--- src/rtl/piso_pkg.sv ---
// Shared types for the piso_tx serializer: FSM state enum and counter sizing helper.
// Optional macro PISO_TX_PARITY_EN adds the PARITY state for the even-parity trailer bit.
package piso_pkg;

`ifdef PISO_TX_PARITY_EN
    typedef enum logic [1:0] {
        IDLE,
        SHIFT,
        PARITY
    } state_t;
`else
    typedef enum logic {
        IDLE,
        SHIFT
    } state_t;
`endif

    function automatic int cntWidth(input int w);
        return $clog2(w + 1);
    endfunction

endpackage

--- src/rtl/piso_bit_counter.sv ---
// Down-counter tracking how many data bits of the current frame remain on the wire.
// Loads WIDTH on capture, steps down once per sent bit and saturates at zero.
module piso_bit_counter
    import piso_pkg::*;
#(
    parameter int WIDTH = 4,
    parameter int CW    = cntWidth(WIDTH)
) (
    input  logic clk,
    input  logic rst,
    input  logic i_load,
    input  logic i_dec,
    output logic o_isLast
);

    logic [CW-1:0] r_count;

    always_ff @(posedge clk) begin
        if (rst) begin
            r_count <= '0;
        end else if (i_load) begin
            r_count <= CW'(WIDTH);
        end else if (i_dec && (r_count != '0)) begin
            r_count <= r_count - CW'(1);
        end
    end

    // A count of one means the bit currently on so is the last data bit.
    assign o_isLast = (r_count == CW'(1));

endmodule

--- src/rtl/piso_tx.sv ---
// Parallel-in serial-out transmitter with valid/ready load handshake and done pulse.
// Define PISO_TX_PARITY_EN to append an even-parity bit after the data bits.
module piso_tx
    import piso_pkg::*;
#(
    parameter int WIDTH     = 4,
    parameter int MSB_FIRST = 1
) (
    input  logic             clk,
    input  logic             rst,
    input  logic [WIDTH-1:0] din,
    input  logic             load_valid,
    output logic             load_ready,
    output logic             so,
    output logic             so_valid,
    output logic             busy,
    output logic             done
);

    state_t           r_state;
    state_t           w_next;
    logic [WIDTH-1:0] r_shreg;
    logic [WIDTH-1:0] w_shifted;
    logic             r_so;
    logic             w_soNext;
    logic             w_isLast;
    logic             w_final;
    logic             w_ready;
    logic             w_load;
`ifdef PISO_TX_PARITY_EN
    logic             r_par;
`endif

    piso_bit_counter #(
        .WIDTH (WIDTH)
    ) u_cnt (
        .clk      (clk),
        .rst      (rst),
        .i_load   (w_load),
        .i_dec    (r_state == SHIFT),
        .o_isLast (w_isLast)
    );

    always_comb begin
        w_next    = r_state;
        w_final   = 1'b0;
        w_soNext  = 1'b0;
        w_shifted = '0;

        if (MSB_FIRST != 0) begin
            w_shifted = {r_shreg[WIDTH-2:0], 1'b0};
        end else begin
            w_shifted = {1'b0, r_shreg[WIDTH-1:1]};
        end

        case (r_state)
            SHIFT: begin
`ifndef PISO_TX_PARITY_EN
                w_final = w_isLast;
`endif
            end
`ifdef PISO_TX_PARITY_EN
            PARITY: w_final = 1'b1;
`endif
            default: w_final = 1'b0;
        endcase

        w_ready = (r_state == IDLE) || w_final;
        w_load  = load_valid && w_ready;

        case (r_state)
            IDLE: begin
                if (w_load) w_next = SHIFT;
            end
            SHIFT: begin
                if (w_isLast) begin
`ifdef PISO_TX_PARITY_EN
                    w_next = PARITY;
`else
                    w_next = w_load ? SHIFT : IDLE;
`endif
                end
            end
`ifdef PISO_TX_PARITY_EN
            PARITY: w_next = w_load ? SHIFT : IDLE;
`endif
            default: w_next = IDLE;
        endcase

        // The bit for the next cycle is chosen here so that so itself stays a flop.
        if (w_load) begin
            w_soNext = (MSB_FIRST != 0) ? din[WIDTH-1] : din[0];
        end else if ((r_state == SHIFT) && !w_isLast) begin
            w_soNext = (MSB_FIRST != 0) ? w_shifted[WIDTH-1] : w_shifted[0];
`ifdef PISO_TX_PARITY_EN
        end else if ((r_state == SHIFT) && w_isLast) begin
            w_soNext = r_par;
`endif
        end
    end

    always_ff @(posedge clk) begin
        if (rst) begin
            r_state <= IDLE;
            r_shreg <= '0;
            r_so    <= 1'b0;
`ifdef PISO_TX_PARITY_EN
            r_par   <= 1'b0;
`endif
        end else begin
            r_state <= w_next;
            r_so    <= w_soNext;
            if (w_load) begin
                r_shreg <= din;
`ifdef PISO_TX_PARITY_EN
                r_par   <= ^din;
`endif
            end else if (r_state == SHIFT) begin
                r_shreg <= w_shifted;
            end
        end
    end

    assign so         = r_so;
    assign so_valid   = (r_state != IDLE);
    assign busy       = (r_state != IDLE);
    assign done       = w_final;
    assign load_ready = w_ready;

endmodule

--- config.mk ---
export PLATFORM = sky130hd
export DESIGN_NAME = piso_tx
export DESIGN_NICKNAME = d
export VERILOG_FILES = /design/src/rtl/piso_pkg.sv /design/src/rtl/piso_bit_counter.sv /design/src/rtl/piso_tx.sv
export SDC_FILE = /design/constraint.sdc
export NUM_CORES = 1
export LEC_CHECK = 0
export ABC_AREA = 1
export BUFFER_PORTS_ARGS = -buffer_cell sky130_fd_sc_hd__buf_2
export CAP_MARGIN = 20
export CORE_AREA = 10 10 47 49
export CTS_BUF_LIST = sky130_fd_sc_hd__clkbuf_4 sky130_fd_sc_hd__clkbuf_8 sky130_fd_sc_hd__clkbuf_16
export CTS_CLUSTER_SIZE = 24
export DETAILED_ROUTE_END_ITERATION = 6
export DIE_AREA = 0 0 57 59
export PLACE_DENSITY = 0.6
export SYNTH_ARGS = -nofsm -noshare
export SYNTH_HDL_FRONTEND = slang
export SYNTH_SLANG_ARGS = --single-unit
--- constraint.sdc ---
create_clock -name clk -period 1.65 [get_ports clk]
set_input_delay 0.2475 -clock clk [delete_from_list [all_inputs] [get_ports clk]]
set_output_delay 0.2475 -clock clk [all_outputs]
set_load 0.005 [all_outputs]
Yosys cells after proc, flatten, opt, wreduce, memory -nomap -nowiden
Index checks and enable logic that the tools add are counted.
{"block": "classes", "n_bitwise": 1, "order_cmp": 0, "n_mux": 10, "div_mod_pow": 0, "shifts": 0, "n_eq_ne": 1, "n_mul": 0, "n_reduce_logical": 9, "addsub": 1}
{"operator": "$mux 3", "n": 4}
{"operator": "$mux 1", "n": 5}
{"operator": "$reduce_bool 2->1", "n": 2}
{"operator": "$eq 3x1->1 const B", "n": 1}
{"operator": "$logic_and 1x1->1", "n": 3}
{"operator": "$reduce_bool 3->1", "n": 1}
{"operator": "$sub 3x1->3 const B", "n": 1}
{"operator": "$pmux 1 s2", "n": 1}
{"operator": "$reduce_or 2->1", "n": 1}
{"operator": "$logic_not 1->1", "n": 1}
{"operator": "$logic_or 1x1->1", "n": 1}
{"operator": "$not 1->1", "n": 1}
{"block": "totals", "rom_bits": 0, "latch_bits": 0, "ramBits": 0, "inputBits": 7, "out_inout_bits": 5, "mem_count": 0, "ff_bits": 8}

Longest topological paths before layout
Gate-level depths: netlist (run 1).
{"block": "depth", "ltp_word": 7, "ltp_mapped": 9}

Modules after synthesis
A second synthesis (run 1) with hierarchy kept.
{"block": "hier_totals", "cells_unflattened": 66, "area_unflattened_um2": 464.2}
{"mod": "piso_tx", "n_inst": 1, "area_each_um2": 241.5, "cells_each": 37}
{"mod": "piso_bit_counter", "n_inst": 1, "area_each_um2": 222.7, "cells_each": 29}

Worst setup path before layout (run 1)
OpenSTA, ideal clock, no wires.
{"block": "synth_path", "path_type": "register to register", "from": "reg u_cnt.r_count[0]", "to": "reg u_cnt.r_count[1]", "period_less_slack_ps": 1103, "setup_slack_ps": 547, "stages_incl_launch_ff": 7, "n_path_buf": 0, "t_arrival_ps": 1034, "cell_sequence": "dfxtp_1 -> inv_1 -> ha_1 -> nand2_2 -> nand2_2 -> or2_0 -> a21oi_1"}
{"block": "synth_via", "elab_chain_cells": 5}
{"item": "start: declaration", "line": "piso_bit_counter.sv:16", "text": "logic [CW-1:0] r_count;"}
{"item": "start signal: assignment", "line": "piso_bit_counter.sv:22", "text": "r_count <= CW'(WIDTH);"}
{"item": "start signal: assignment", "line": "piso_bit_counter.sv:24", "text": "r_count <= r_count - CW'(1);"}
{"item": "$eq 3x1->1", "line": "piso_bit_counter.sv:29", "text": "assign o_isLast = (r_count == CW'(1));"}
{"item": "$mux 1", "line": "piso_tx.sv:56", "text": "case (r_state)"}
{"item": "$logic_or 1x1->1", "line": "piso_tx.sv:68", "text": "w_ready = (r_state == IDLE) || w_final;"}
{"item": "$logic_and 1x1->1", "line": "piso_tx.sv:69", "text": "w_load = load_valid && w_ready;"}
{"item": "$reduce_or 2->1 (no line)"}
Several ways; a longest one is shown, not always the timed one.
A chain may end at the register's enable or synchronous reset.

Worst setup path after layout (run 1)
{"block": "layout_path", "from": "reg u_cnt.r_count[1]", "to": "out load_ready"}
{"block": "layout_via", "elab_chain_cells": 3}
{"item": "$eq 3x1->1", "line": "piso_bit_counter.sv:29"}
{"item": "$mux 1", "line": "piso_tx.sv:56"}
{"item": "$logic_or 1x1->1", "line": "piso_tx.sv:68"}
{"item": "end: declaration", "line": "piso_tx.sv:13", "text": "output logic load_ready,"}
Every way passes these cells.

==> results.toml, run 1 <==
[routing]
top_layer = "met4"
wl_met3_um = 66
wl_um = 915
firstDrtPassIters = 4
wl_met1_um = 434
viasPerCell = 4.370
post_drt_wl_per_cell_um = 9.946
drcViolationCount = 0
dr.first_iter.drc_count = 9
final_antenna_net_count = 0
wl_met2_um = 405
vias = 402

[cts]
post_cts_resized = 0
path_clk_slew_ps = 60
cts-root-buf = "clkbuf_4"
cts_buffers = 3
cts.sinks = 8
htree_levels = 1
cts_tree = "built"
cts_hold_buf = 0
cts_setup_buffers = 0
cts_max_path_buffers = 2
clk_latency_ps = 260

[finish]
fillers = 168
drive_gt1_share_pct = 28.95
nNetsFinal = 88
n_antenna_cell = 0
postLayoutCoreUtil_pct = 37.77
area_delta_synth_final_pct = 20.51

[timing]
rsz0062_at_grt = "false"
post-route-period-util_pct = 89.33
clock.fmax_mhz = 678.4
relSlewSlack_pct = 77.89
final-hold-violation-count = 0
worst_slew_pin_slew_ps = 331.1
clock_skew_ps = 6.242
fin_setup_tns_ps = 0
slew_viol_final = 0
finalWorstPathRequiredPeriod_ps = 1474
setup_viol = 0

[global_route]
grt_pass1_vias = 394
antenna_found_initial = 0
grt_pass1_wl_mm = 1.580
grt-ovfl-total = 0
grt_usage_pct = 5.936
grt_max_degree = 10

[setup_path]
cp.depth = 5
crit_chain = "inv_1, ha_1, nand2_1, nand2_2, buf_2"
critPathCaptureType = "output pin"
start_kind = "flop"
crit_start = "u_cnt.r_count[1]"
endpoint = "load_ready"
crit_fanout = 4
crit_family = "flip-flops"
cp.required_ps = 1400
path_class = "flop to output pin"
reg2reg_slack_ps = 430
worst-endpoint-arrival_ps = 1230
worst_path_largest_cell_delay_ps = 320
crit_buf_inv = 2
timing.rr.start = "u_cnt.r_count[1]"
critPathSlowestCell = "dfxtp_1"
r2r-end = "r_shreg[1]"
r2r_cells = 9

[logic_synthesis]
ys_seq_elements = 8
yosysTopAreaCellShare_pct = 36.47
ys_types = 14
syn_inst = 63
netlist_area_um2 = 439.2
syn_nets = 73
yosys.area.top_type = "dfxtp_1"
yosysSeqAreaShare_pct = 36.47
ys_warn_count = 0
synth_area_leaders = "dfxtp_1, nand2_1, ha_1"
avgSynthCellArea_um2 = 6.971

[placement]
hpwl_um = 722.8
io_buffers = 11
place_congestion = 0.7022

[power_and_ir_drop]
internal_power_uw = 325.8
power_frac_comb_pct = 18.8
power_frac_clock_pct = 33.7
ir_drop_mv = 0.4399
p_seq_share_pct = 47.5
power_density_nw_per_um2 = 862.8
p_leak_uw = 0.0002736
p_sw_share_pct = 28.66
power_switching_uw = 130.9

[floorplan]
start_util_pct = 31.34
placementRows = 14
die_y_um = 59
die_x_um = 57
num_io_pins = 12
coreArea_um2 = 1401
design.die.area_um2 = 3363

[min_path]
hold_class = "input pin to flop"
hold_path_startpoint = "rst"

[flow_run]
cap_violations = 0

[outcome]
status = "finished clean"
[cells in the mapped netlist]
cell type and count:
a21oi_2 2, a21oi_1 4, nand2_4 1, buf_4 1, or2_0 1, dfxtp_1 8
ha_1 3, inv_2 2, inv_1 9, nand2_1 14, nand4_1 1, nand3_1 6
nor2_1 8, nand2_2 3
[state kept, by name, summed over array words and instances, names as in the netlist]
name / flops
r_shreg: 3
u_cnt.r_count: 3
busy: 1
so: 1
[worst register-to-register path, delay by kind of cell, from the launching register on]
kind,cells,cell delay [ps]
buffers and inverters,2,120
adder cells (fa/ha/maj),1,200
AND/OR/NAND/NOR,6,500
flip-flops,1,310
[how the worst min path moves through the flow]
stage | to | cells after the start
finish | so | 2
global route | so | 3
CTS | so | 3
detailed placement | u_cnt.r_count[1] | 2
global placement | u_cnt.r_count[1] | 2
floorplan | so | 1
[power groups by stage]
stage	registers [uW]	logic, uW	clock network [uW]
2_1_floorplan	220	61.0	0
3_3_place_gp	221	86.3	0
3_5_place_dp	221	87.4	0
4_1_cts	217	87.8	157
5_1_grt	219	99.7	165
6_report	217	85.8	154
[final cells by class]
type	count	area, um2	area share (%)
clock buffer	3	22.52	4.255
inverter	11	41.29	7.801
multi-input combinational	43	230.2	43.50
sequential	8	160.2	30.26
tap	16	20.02	3.783
timing repair buffer	11	55.05	10.40
[cells by family after synthesis]
kind of cell / Yosys count / synth area share, %
AND/OR/NAND/NOR: 34 / 35.33
adder cells (fa/ha/maj): 3 / 8.548
buffers and inverters: 12 / 11.11
AO/OA/AOI/OAI: 6 / 8.548
flip-flops: 8 / 36.47
[cells in the final DEF, fill, tap and decap left out]
master,instances
nand2_1,14
buf_2,11
inv_1,9
nor2_1,8
dfxtp_1,8
nand3_1,6
a21oi_1,4
nand2_2,3
ha_1,3
clkbuf_4,3
inv_2,2
a21oi_2,2
nand2_4,1
or2_0,1
nand4_1,1
[per-layer routing]
metal | global-route usage [%] | vias up
met5 | 0 | -
met4 | 4.027 | 0
met3 | 3.433 | 2
met2 | 9.147 | 13
met1 | 5.981 | 168
li1 | - | 219
[stage by stage]
step	power, uW	hold slack [ps]	cell area, um2	std cells	setup WS [ps]
finish	456.6	237.4	529.3	92	176.0
global route	483.5	253.7	529.3	92	109.0
CTS	462.3	238.2	529.3	92	162.5
detailed placement	308.7	454.6	506.7	89	439.5
global placement	307.2	455.4	506.7	89	447.4
floorplan	280.9	309.9	439.2	63	546.7
No activity file was read; power rests on OpenSTA's default activity.
==> run 2: changes to the inputs <==
==> constraint.sdc (replaced) <==
create_clock -name clk -period 1.65 [get_ports clk]
set_input_delay 0 -clock clk [delete_from_list [all_inputs] [get_ports clk]]
set_output_delay 0 -clock clk [all_outputs]
set_load 0.005 [all_outputs]
==> run 2 against run 1 <==
Hold slack got worse by 230 ps; sequential cell count unchanged; first-iteration DRC count is 44% lower; routed wire length increased by 3.8%; highest routed layer unchanged; final area rose by 3.8%; setup slack better by 250 ps; fmax increased by 21%; via count up 1.0%; combinational power increased by 4.9%; clock-buffer cell count did not move.
==> results.toml, run 2 (synthesis gave the netlist of run 1 again) <==
[cts]
cts.sinks = 8
cts_max_path_buffers = 2
post_cts_resized = 0
cts-root-buf = "clkbuf_4"
path_clk_slew_ps = 50
clk_latency_ps = 260
htree_levels = 1
cts_buffers = 3
cts_tree = "built"

[routing]
dr.first_iter.drc_count = 5
viasPerCell = 4.319
vias = 406
final_antenna_net_count = 0
wl_um = 950
post_drt_wl_per_cell_um = 10.11
firstDrtPassIters = 4
drcViolationCount = 0

[timing]
worst_slew_pin_slew_ps = 322.2
final-hold-violation-count = 0
relSlewSlack_pct = 78.49
rsz0062_at_grt = "false"
finalWorstPathRequiredPeriod_ps = 1223
setup_viol = 0
fin_setup_tns_ps = 0
post-route-period-util_pct = 74.13
slew_viol_final = 0
clock_skew_ps = 9.826
clock.fmax_mhz = 817.5

[outcome]
status = "finished clean"

[finish]
n_antenna_cell = 0
top_regs = "r_shreg (3), u_cnt.r_count (3)"
nNetsFinal = 90
mostFrequentLayoutCell = "nand2_1"
area_delta_synth_final_pct = 25.07
stdcell_count = 94
final_area_um2 = 549.3
layout_common_cells = "nand2_1, buf_2, inv_1"
drive_gt1_share_pct = 28.21

[setup_path]
critPathSlowestCell = "dfxtp_1"
cp.required_ps = 1830
crit_family = "simple AND/OR/NAND/NOR gates"
crit_chain = "inv_1, ha_1, nand2_2, nand2_2, or2_0, a21oi_1"
worst-endpoint-arrival_ps = 1400
critPathCaptureType = "flop"
path_common_cell = "nand2_2"
start_kind = "flop"
path_class = "flop to flop"
worst_path_largest_cell_delay_ps = 360
crit_fanout = 3
crit_buf_inv = 1

[global_route]
grt_usage_pct = 6.759
grt-ovfl-total = 0
antenna_found_initial = 0
grt_pass1_wl_mm = 1.835
grt_pass1_vias = 459
grt_max_degree = 10

[floorplan]
die_x_um = 57
design.die.area_um2 = 3363
num_io_pins = 12
die_y_um = 59
start_util_pct = 31.34
placementRows = 14
coreArea_um2 = 1401

[power_and_ir_drop]
ir_drop_mv = 0.4116
p_leak_uw = 0.0002820
power_density_nw_per_um2 = 834.5

[placement]
io_buffers = 11
hpwl_um = 753.8
dp_cells = 89
place_congestion = 0.7291
placed_area_um2 = 506.7

[flow_run]
cap_violations = 0

[min_path]
hold_class = "input pin to flop"
## run 2: cell count changes in the layout (fill, tap and decap cells not counted)
cell,delta
dlygate4sd3_1,+2
## run 2: area by class of cell
| cell class | count | area [um2] |
|---|---|---|
| Tap cell | 16 | 20.02 |
| Timing Repair Buffer | 13 | 75.07 |
| Inverter | 11 | 41.29 |
| Clock buffer | 3 | 22.52 |
| Sequential cell | 8 | 160.2 |
| Fill cell | 156 | 852.1 |
| Multi-Input combinational cell | 43 | 230.2 |
## run 2: where the power goes
group / internal [uW] / leakage, uW / switching, uW
sequential: 207 / 0.0000659 / 10.7
clock: 83.3 / 0.0000138 / 67.5
combinational: 38.5 / 0.000202 / 51.5
total: 329 / 0.000282 / 130
## run 2: through the flow
step	util [%]	hold slack, ps	total power (uW)	setup slack, ps
finish	39.20	7.297	458.4	426.8
global route	39.20	18.93	501.8	300.3
CTS	39.20	0.2249	467.6	429.1
detailed placement	36.16	256.3	308.9	442.7
global placement	36.16	250.8	307.9	457.7
floorplan	-	62.44	280.9	546.7
## run 2: path summary, 6_finish.rpt
path	from	end	slack, ps	depth (start not counted)
min reg2reg	u_cnt.r_count[2]	u_cnt.r_count[2]	470	2
min	din[3]	so	7	3
max reg2reg	u_cnt.r_count[0]	u_cnt.r_count[1]	430	6
max	u_cnt.r_count[0]	u_cnt.r_count[1]	430	6
## run 2: routing by layer
layer / share of wire (%) / GRT usage (%) / up-vias
li1: - / - / 225
met1: 49 / 6.938 / 168
met2: 45 / 11.16 / 11
met3: 4.7 / 2.361 / 2
met4: 1.2 / 5.034 / 0
met5: 0 / 0 / -
## run 2: tightest hold or removal path, stage by stage
cell and delay [ps]:
buf_2 90, nand2_1 70, a21oi_2 40
## run 2: timing repair
item / 4_1_cts / 5_1_grt
hold endpoints to repair: 4 / 0
hold buffers: 2 / 0
buffers inserted: 0 / 0
